$ cat src/rtl/if_fetch_queue_pkg.sv
// Shared constants for the instruction-fetch front end: opcode/funct
// encodings, instruction classes, the queue entry layout and the class decoder.
package if_fetch_queue_pkg;

  // Primary opcodes (inst[31:26])
  localparam logic [5:0] OP_RTYPE = 6'b000000;
  localparam logic [5:0] OP_JMP   = 6'b000010;
  localparam logic [5:0] OP_BEQ   = 6'b000100;
  localparam logic [5:0] OP_BNE   = 6'b000101;
  localparam logic [5:0] OP_ADDI  = 6'b001000;
  localparam logic [5:0] OP_ANDI  = 6'b001100;
  localparam logic [5:0] OP_ORI   = 6'b001101;
  localparam logic [5:0] OP_LW    = 6'b100011;
  localparam logic [5:0] OP_SW    = 6'b101011;

  // R-type function codes (inst[5:0])
  localparam logic [5:0] FUNC_SLL = 6'b000000;
  localparam logic [5:0] FUNC_SRL = 6'b000010;
  localparam logic [5:0] FUNC_SRA = 6'b000011;
  localparam logic [5:0] FUNC_ADD = 6'b100000;
  localparam logic [5:0] FUNC_SUB = 6'b100010;
  localparam logic [5:0] FUNC_AND = 6'b100100;
  localparam logic [5:0] FUNC_OR  = 6'b100101;
  localparam logic [5:0] FUNC_NOR = 6'b100111;
  localparam logic [5:0] FUNC_SLT = 6'b101010;

  // Instruction classes; immediate ALU forms share the class of their R-type twin
  localparam logic [3:0] INST_TYPE_NONE = 4'd0;
  localparam logic [3:0] INST_TYPE_ADD  = 4'd1;
  localparam logic [3:0] INST_TYPE_SUB  = 4'd2;
  localparam logic [3:0] INST_TYPE_AND  = 4'd3;
  localparam logic [3:0] INST_TYPE_OR   = 4'd4;
  localparam logic [3:0] INST_TYPE_NOR  = 4'd5;
  localparam logic [3:0] INST_TYPE_SLT  = 4'd6;
  localparam logic [3:0] INST_TYPE_SLL  = 4'd7;
  localparam logic [3:0] INST_TYPE_SRL  = 4'd8;
  localparam logic [3:0] INST_TYPE_SRA  = 4'd9;
  localparam logic [3:0] INST_TYPE_LW   = 4'd10;
  localparam logic [3:0] INST_TYPE_SW   = 4'd11;
  localparam logic [3:0] INST_TYPE_BEQ  = 4'd12;
  localparam logic [3:0] INST_TYPE_BNE  = 4'd13;
  localparam logic [3:0] INST_TYPE_JMP  = 4'd14;

  // One queue entry: the word address travels with its instruction
  localparam int FETCH_ENTRY_W = 64;
  typedef struct packed {
    logic [31:0] pc;
    logic [31:0] inst;
  } fetch_entry_t;

  // Map an instruction word to its class; anything unrecognised is NONE
  function automatic logic [3:0] decode_ins_type(input logic [31:0] inst);
    logic [3:0] t;
    t = INST_TYPE_NONE;
    case (inst[31:26])
      OP_RTYPE: begin
        case (inst[5:0])
          FUNC_ADD: t = INST_TYPE_ADD;
          FUNC_SUB: t = INST_TYPE_SUB;
          FUNC_AND: t = INST_TYPE_AND;
          FUNC_OR:  t = INST_TYPE_OR;
          FUNC_NOR: t = INST_TYPE_NOR;
          FUNC_SLT: t = INST_TYPE_SLT;
          FUNC_SLL: t = INST_TYPE_SLL;
          FUNC_SRL: t = INST_TYPE_SRL;
          FUNC_SRA: t = INST_TYPE_SRA;
          default:  t = INST_TYPE_NONE;
        endcase
      end
      OP_ADDI: t = INST_TYPE_ADD;
      OP_ANDI: t = INST_TYPE_AND;
      OP_ORI:  t = INST_TYPE_OR;
      OP_LW:   t = INST_TYPE_LW;
      OP_SW:   t = INST_TYPE_SW;
      OP_BEQ:  t = INST_TYPE_BEQ;
      OP_BNE:  t = INST_TYPE_BNE;
      OP_JMP:  t = INST_TYPE_JMP;
      default: t = INST_TYPE_NONE;
    endcase
    return t;
  endfunction

endpackage

$ cat src/rtl/if_fetch_queue_fifo.sv
// if_fifo: small first-word-fall-through queue with flush. The head entry is
// read combinationally so a freshly written entry is visible right after the
// edge that wrote it. Push is ignored when full, pop when empty; flush wins
// over both.
module if_fifo #(
  parameter int DEPTH = 4,
  parameter int WIDTH = 64
) (
  input  logic                       clk,
  input  logic                       rst,
  input  logic                       push,
  input  logic                       pop,
  input  logic                       flush,
  input  logic [WIDTH-1:0]           din,
  output logic [WIDTH-1:0]           dout,
  output logic [$clog2(DEPTH):0]     count,
  output logic                       empty
);

  localparam int PTR_W = $clog2(DEPTH);
  localparam int CNT_W = PTR_W + 1;

  logic [WIDTH-1:0] mem [DEPTH];
  logic [PTR_W-1:0] wr_ptr_reg;
  logic [PTR_W-1:0] rd_ptr_reg;
  logic [CNT_W-1:0] count_reg;
  logic             full;
  logic             push_ok;
  logic             pop_ok;

  assign empty   = (count_reg == '0);
  assign full    = (count_reg == CNT_W'(DEPTH));
  assign push_ok = push && !full && !flush;
  assign pop_ok  = pop && !empty && !flush;
  assign dout    = mem[rd_ptr_reg];
  assign count   = count_reg;

  // Storage write; contents need no reset because count gates visibility
  always_ff @(posedge clk) begin
    if (push_ok) mem[wr_ptr_reg] <= din;
  end

  // Pointer and occupancy bookkeeping; pointers wrap since DEPTH is a power of two
  always_ff @(posedge clk or posedge rst) begin
    if (rst) begin
      wr_ptr_reg <= '0;
      rd_ptr_reg <= '0;
      count_reg  <= '0;
    end else if (flush) begin
      wr_ptr_reg <= '0;
      rd_ptr_reg <= '0;
      count_reg  <= '0;
    end else begin
      if (push_ok) wr_ptr_reg <= wr_ptr_reg + 1'b1;
      if (pop_ok)  rd_ptr_reg <= rd_ptr_reg + 1'b1;
      case ({push_ok, pop_ok})
        2'b10:   count_reg <= count_reg + 1'b1;
        2'b01:   count_reg <= count_reg - 1'b1;
        default: count_reg <= count_reg;
      endcase
    end
  end

endmodule

$ cat src/rtl/if_fetch_queue.sv
// if_fetch_queue: instruction fetch with a small prefetch queue.
// The parent owns the pc, request issue and squashing of in-flight responses;
// storage lives in if_fifo. Memory answers exactly one cycle after a request.
// Optional build macro IF_FETCH_INST_TYPE_EN enables the if_ins_type decoder;
// without it if_ins_type is tied to INST_TYPE_NONE.
module if_fetch_queue
  import if_fetch_queue_pkg::*;
#(
  parameter int          DEPTH    = 4,
  parameter int          ADDR_W   = 8,
  parameter logic [31:0] RESET_PC = 32'h0
) (
  input  logic              clk,
  input  logic              rst,
  output logic              imem_req,
  output logic [ADDR_W-1:0] imem_addr,
  input  logic [31:0]       imem_rdata,
  input  logic              redir_jmp,
  input  logic [31:0]       redir_jmp_pc,
  input  logic              redir_br,
  input  logic [31:0]       redir_br_pc,
  input  logic              id_ready,
  output logic              if_valid,
  output logic [31:0]       if_inst,
  output logic [31:0]       if_pc,
  output logic [31:0]       if_pc1,
  output logic [3:0]        if_ins_type
);

  localparam int CNT_W = $clog2(DEPTH) + 1;

  logic [31:0]      pc_reg;
  logic [31:0]      pc_next;
  logic             inflight_reg;
  logic [31:0]      inflight_pc_reg;
  logic             redirect;
  logic [31:0]      redirect_pc;
  logic [CNT_W-1:0] fifo_count;
  logic [CNT_W:0]   occupancy;
  logic             fifo_empty;
  logic             fifo_push;
  logic             fifo_pop;
  fetch_entry_t     fifo_din;
  fetch_entry_t     fifo_dout;

  // Jump outranks branch when both arrive together
  assign redirect    = redir_jmp || redir_br;
  assign redirect_pc = redir_jmp ? redir_jmp_pc : redir_br_pc;

  // Requests already in flight count against capacity so a response always has room
  assign occupancy = {1'b0, fifo_count} + (CNT_W+1)'(inflight_reg);
  assign imem_req  = !rst && !redirect && (occupancy < (CNT_W+1)'(DEPTH));
  assign imem_addr = pc_reg[ADDR_W-1:0];

  // A redirect drops the response of the previous request instead of pushing it
  assign fifo_push     = inflight_reg && !redirect;
  assign fifo_pop      = if_valid && id_ready && !redirect;
  assign fifo_din.pc   = inflight_pc_reg;
  assign fifo_din.inst = imem_rdata;

  // Next pc: redirect target, else advance on every issued request (wraps mod 2^32)
  always_comb begin
    pc_next = pc_reg;
    if (redirect)      pc_next = redirect_pc;
    else if (imem_req) pc_next = pc_reg + 32'd1;
  end

  // pc and in-flight tracking; reset also forgets any response still on its way
  always_ff @(posedge clk or posedge rst) begin
    if (rst) begin
      pc_reg          <= RESET_PC;
      inflight_reg    <= 1'b0;
      inflight_pc_reg <= 32'h0;
    end else begin
      pc_reg          <= pc_next;
      inflight_reg    <= imem_req;
      inflight_pc_reg <= pc_reg;
    end
  end

  if_fifo #(
    .DEPTH (DEPTH),
    .WIDTH (FETCH_ENTRY_W)
  ) u_fifo (
    .clk   (clk),
    .rst   (rst),
    .push  (fifo_push),
    .pop   (fifo_pop),
    .flush (redirect),
    .din   (fifo_din),
    .dout  (fifo_dout),
    .count (fifo_count),
    .empty (fifo_empty)
  );

  // Head presentation; an empty queue shows a NOP at address zero
  assign if_valid = !fifo_empty;
  assign if_inst  = if_valid ? fifo_dout.inst : 32'h0;
  assign if_pc    = if_valid ? fifo_dout.pc : 32'h0;
  assign if_pc1   = if_valid ? fifo_dout.pc + 32'd1 : 32'h0;

`ifdef IF_FETCH_INST_TYPE_EN
  // Classify the head instruction; NONE whenever nothing valid is presented
  always_comb begin
    if_ins_type = INST_TYPE_NONE;
    if (if_valid) if_ins_type = decode_ins_type(if_inst);
  end
`else
  assign if_ins_type = INST_TYPE_NONE;
`endif

endmodule

$ cat config.mk
export PLATFORM = sky130hd
export DESIGN_NAME = if_fetch_queue
export DESIGN_NICKNAME = d
export VERILOG_FILES = /design/src/rtl/if_fetch_queue_pkg.sv /design/src/rtl/if_fetch_queue_fifo.sv /design/src/rtl/if_fetch_queue.sv
export SDC_FILE = /design/constraint.sdc
export NUM_CORES = 1
export LEC_CHECK = 0
export CAP_MARGIN = 20
export CORE_UTILIZATION = 54
export CTS_BUF_LIST = sky130_fd_sc_hd__clkbuf_16
export DETAILED_ROUTE_END_ITERATION = 8
export PLACE_DENSITY = 0.8
export SLEW_MARGIN = 15
export SYNTH_ARGS = -nofsm -noshare
export SYNTH_HDL_FRONTEND = slang
export SYNTH_SLANG_ARGS = --single-unit
export TNS_END_PERCENT = 5
$ cat constraint.sdc
create_clock -name clk -period 4.05 [get_ports clk]
set_clock_uncertainty 0.05 [all_clocks]
set_input_delay 0.405 -clock clk [delete_from_list [all_inputs] [get_ports clk]]
set_output_delay 0.405 -clock clk [all_outputs]
set_load 0.1 [all_outputs]
==> impl_metrics.ini <==
[global_routing]
grt_pass1_vias = 8206
track_usage = 0.2215
antenna_found_initial = 0
grt_max_degree = 96
grt_pass1_wl_um = 45450
overflow = 0

[floorplanning]
num_rows = 59
die_area_mm2 = 0.02707
coreArea_mm2 = 0.02598
start_util = 0.5490
die_x_um = 164.5
ios = 211
fp.dieH_um = 164.5

[final_layout]
final-seq-area_mm2 = 0.009497
mostFrequentLayoutCell = edfxtp_1
insertedDiodeCount = 0
nFillCells = 1809
syn_to_final_growth_pct = 23.34
final_cell_mix = edfxtp_1 (256), clkdlybuf4s50_1 (110), buf_4 (83)
final_layout_size_suffix_gt1_frac = 0.2123
largest_register_ffs = 256
multi_input_area_mm2 = 0.004397
fin_nets = 1205

[sta]
period_share = 0.9553
grt_setup_unrepaired = no
setup_viol = 0
fmax_mhz = 258.5
worst_pin_slew_ps = 1034
finalSetupTns_ps = 0
max_slew_margin = 0.3085
hold_viol_final = 0
drv_slew = 0
period_needed_ps = 3869

[logic_synthesis]
synth_area_mm2 = 0.01426
yosysWarnings = 0
synth_ff_type = edfxtp_1
synthCells = 901
yosysSeqAreaShare = 0.6652
synthArstFlopShare = 0.2195
synth-seq-cells = 328
synth_area_per_cell_um2 = 15.83
synth_cell_types = 67
synth_edf_count = 256

[critical_path]
cp-start-kind = flop
reg2reg_slack_ps = 1330
path_max_fanout = 15
rr_worst_depth = 5
r2r_end = pc_reg[29]$_DFFE_PP0P_
path_class = reg -> out
cp.arrival_ps = 3410
reg2reg_from = pc_reg[5]$_DFFE_PP0P_
worst_ep_required_time_ps = 3600
critPathCaptureType = primary output

[detailed_routing]
drtPass1Iterations = 7
drcViolationCount = 0
dr_total_vias = 8395
wl_um = 29570
drt-initial-drc-count = 614
ant_nets = 0
post_drt_via_cell_ratio = 5.766
avgRoutedWirePerCell_um = 20.31

[worst_hold_path]
hold_class = in -> async

[pwr]
powerDensity_mw_per_mm2 = 408.7
leakagePower_uw = 0.006158
power.total_uw = 7191
ir_drop_uv = 290.4

[cts]
htreeDepth = 1
clk_pin_slew_ps = 60
cts_buffer_depth = 3
clock_sinks = 328
clk_latency_ps = 550
cts-root-buf = clkbuf_16
cts_tree = yes
cts_buffers = 31

[placement]
place_congestion = 0.8568
port_buffers = 206
dp_hpwl_um = 19520

[flow_run]
cap_viol_max_count = 0

[run_status]
status = completed
[critical path: stages, from the launching register on]
cell and delay [ps]:
dfrtp_4 610, buf_16 220, mux4_2 420, nand4_1 120
or3b_4 500, or4_1 490, a21oi_1 280, buf_12 220
[cells by family (layout without fill, tap and decap cells)]
| kind of cell | Yosys count | count (layout) | share of synthesized area |
|---|---|---|---|
| flops | 328 | 328 | 0.6652 |
| mux | 93 | 93 | 0.1278 |
| fa+ha+maj | 7 | 7 | 0.006666 |
| other cells | 1 | 4 | 0.0002629 |
| simple gates | 259 | 259 | 0.1046 |
| buf+inv | 76 | 293 | 0.02938 |
| xor+xnor | 27 | 27 | 0.01658 |
| compound gates | 110 | 110 | 0.04956 |
[metal layers]
| layer | global-route usage | up-vias | part of all wire |
|---|---|---|---|
| met5 | 0 | - | 0 |
| met2 | 0.3631 | 288 | 0.49 |
| met4 | 0.05546 | 0 | 0.019 |
| li1 | - | 3900 | - |
| met3 | 0.02938 | 41 | 0.064 |
| met1 | 0.3167 | 4166 | 0.43 |
[Yosys cell counts (6+ instances only)]
cell	instances	area, um^2
nor3_1	10	50.05
buf_2	6	30.03
nor4_2	6	75.07
a21oi_1	34	170.2
clkbuf_1	28	105.1
buf_4	15	112.6
mux2i_1	16	160.2
nor4_1	10	62.56
and3_1	11	68.82
xnor2_1	17	148.9
or4_1	6	45.04
ha_1	6	75.07
dfrtp_1	72	1802
mux4_2	44	991.0
mux2_1	6	67.56
nand2_1	37	138.9
mux2_2	7	78.83
inv_1	15	56.30
mux4_1	20	525.5
o21ai_0	21	105.1
xor2_1	10	87.58
nand3_1	15	75.07
a22oi_1	15	112.6
o31ai_1	10	75.07
nor2b_1	66	412.9
or3_1	6	37.54
nand4_1	10	62.56
edfxtp_1	256	7687
nor2_1	53	198.9
[how the worst max path moves through the flow]
stage | startpoint | endpoint | slack [ps] | cells after the start
after floorplan | u_fifo.rd_ptr_reg[0]$_DFFE_PP0P_ | if_pc1[16] | -140 | 10
after CTS | u_fifo.rd_ptr_reg[0]$_DFFE_PP0P_ | if_pc1[15] | 50 | 6
after global routing | u_fifo.rd_ptr_reg[0]$_DFFE_PP0P_ | if_pc1[23] | 40 | 6
after detailed placement | u_fifo.rd_ptr_reg[0]$_DFFE_PP0P_ | if_pc1[23] | 500 | 6
after global placement | u_fifo.rd_ptr_reg[0]$_DFFE_PP0P_ | if_pc1[23] | 560 | 6
final | u_fifo.rd_ptr_reg[0]$_DFFE_PP0P_ | if_pc1[23] | 180 | 7
[where the power goes]
group | total (uW) | internal [uW] | leakage, uW | switching, uW
clock | 2670 | 1510 | 0.000498 | 1160
sequential | 3840 | 3740 | 0.00321 | 107
combinational | 680 | 236 | 0.00245 | 444
total | 7190 | 5480 | 0.00616 | 1710
[stage by stage]
stage                     area, um^2  worst slack, ps  std cells  utilization  hold slack, ps
final                          17590            181.1       1456       0.6771           254.9
after global routing           17590            40.23       1456       0.6771           307.0
after CTS                      17560            54.36       1455       0.6757           267.8
after detailed placement       16600            500.3       1398       0.6390           352.9
after global placement         16600            562.2       1398       0.6390           348.6
after floorplan                14280           -140.9        904            -           324.1
[what timing repair did]
item | CTS | global route
gates resized for setup | 3 | 2
buffers inserted | 0 | 1
setup endpoints to repair | 6 | 12
endpoints found under the hold margin | 0 | 0
hold buffers | 0 | 0
[final cells by class]
cell class / instances / area share
multi-input combinational: 500 / 0.2499
timing repair buffer: 221 / 0.1298
clock buffer: 31 / 0.04409
inverter: 15 / 0.003200
tap: 335 / 0.02382
clock inverter: 26 / 0.009458
sequential: 328 / 0.5398
No activity file was read; power rests on OpenSTA's default activity.
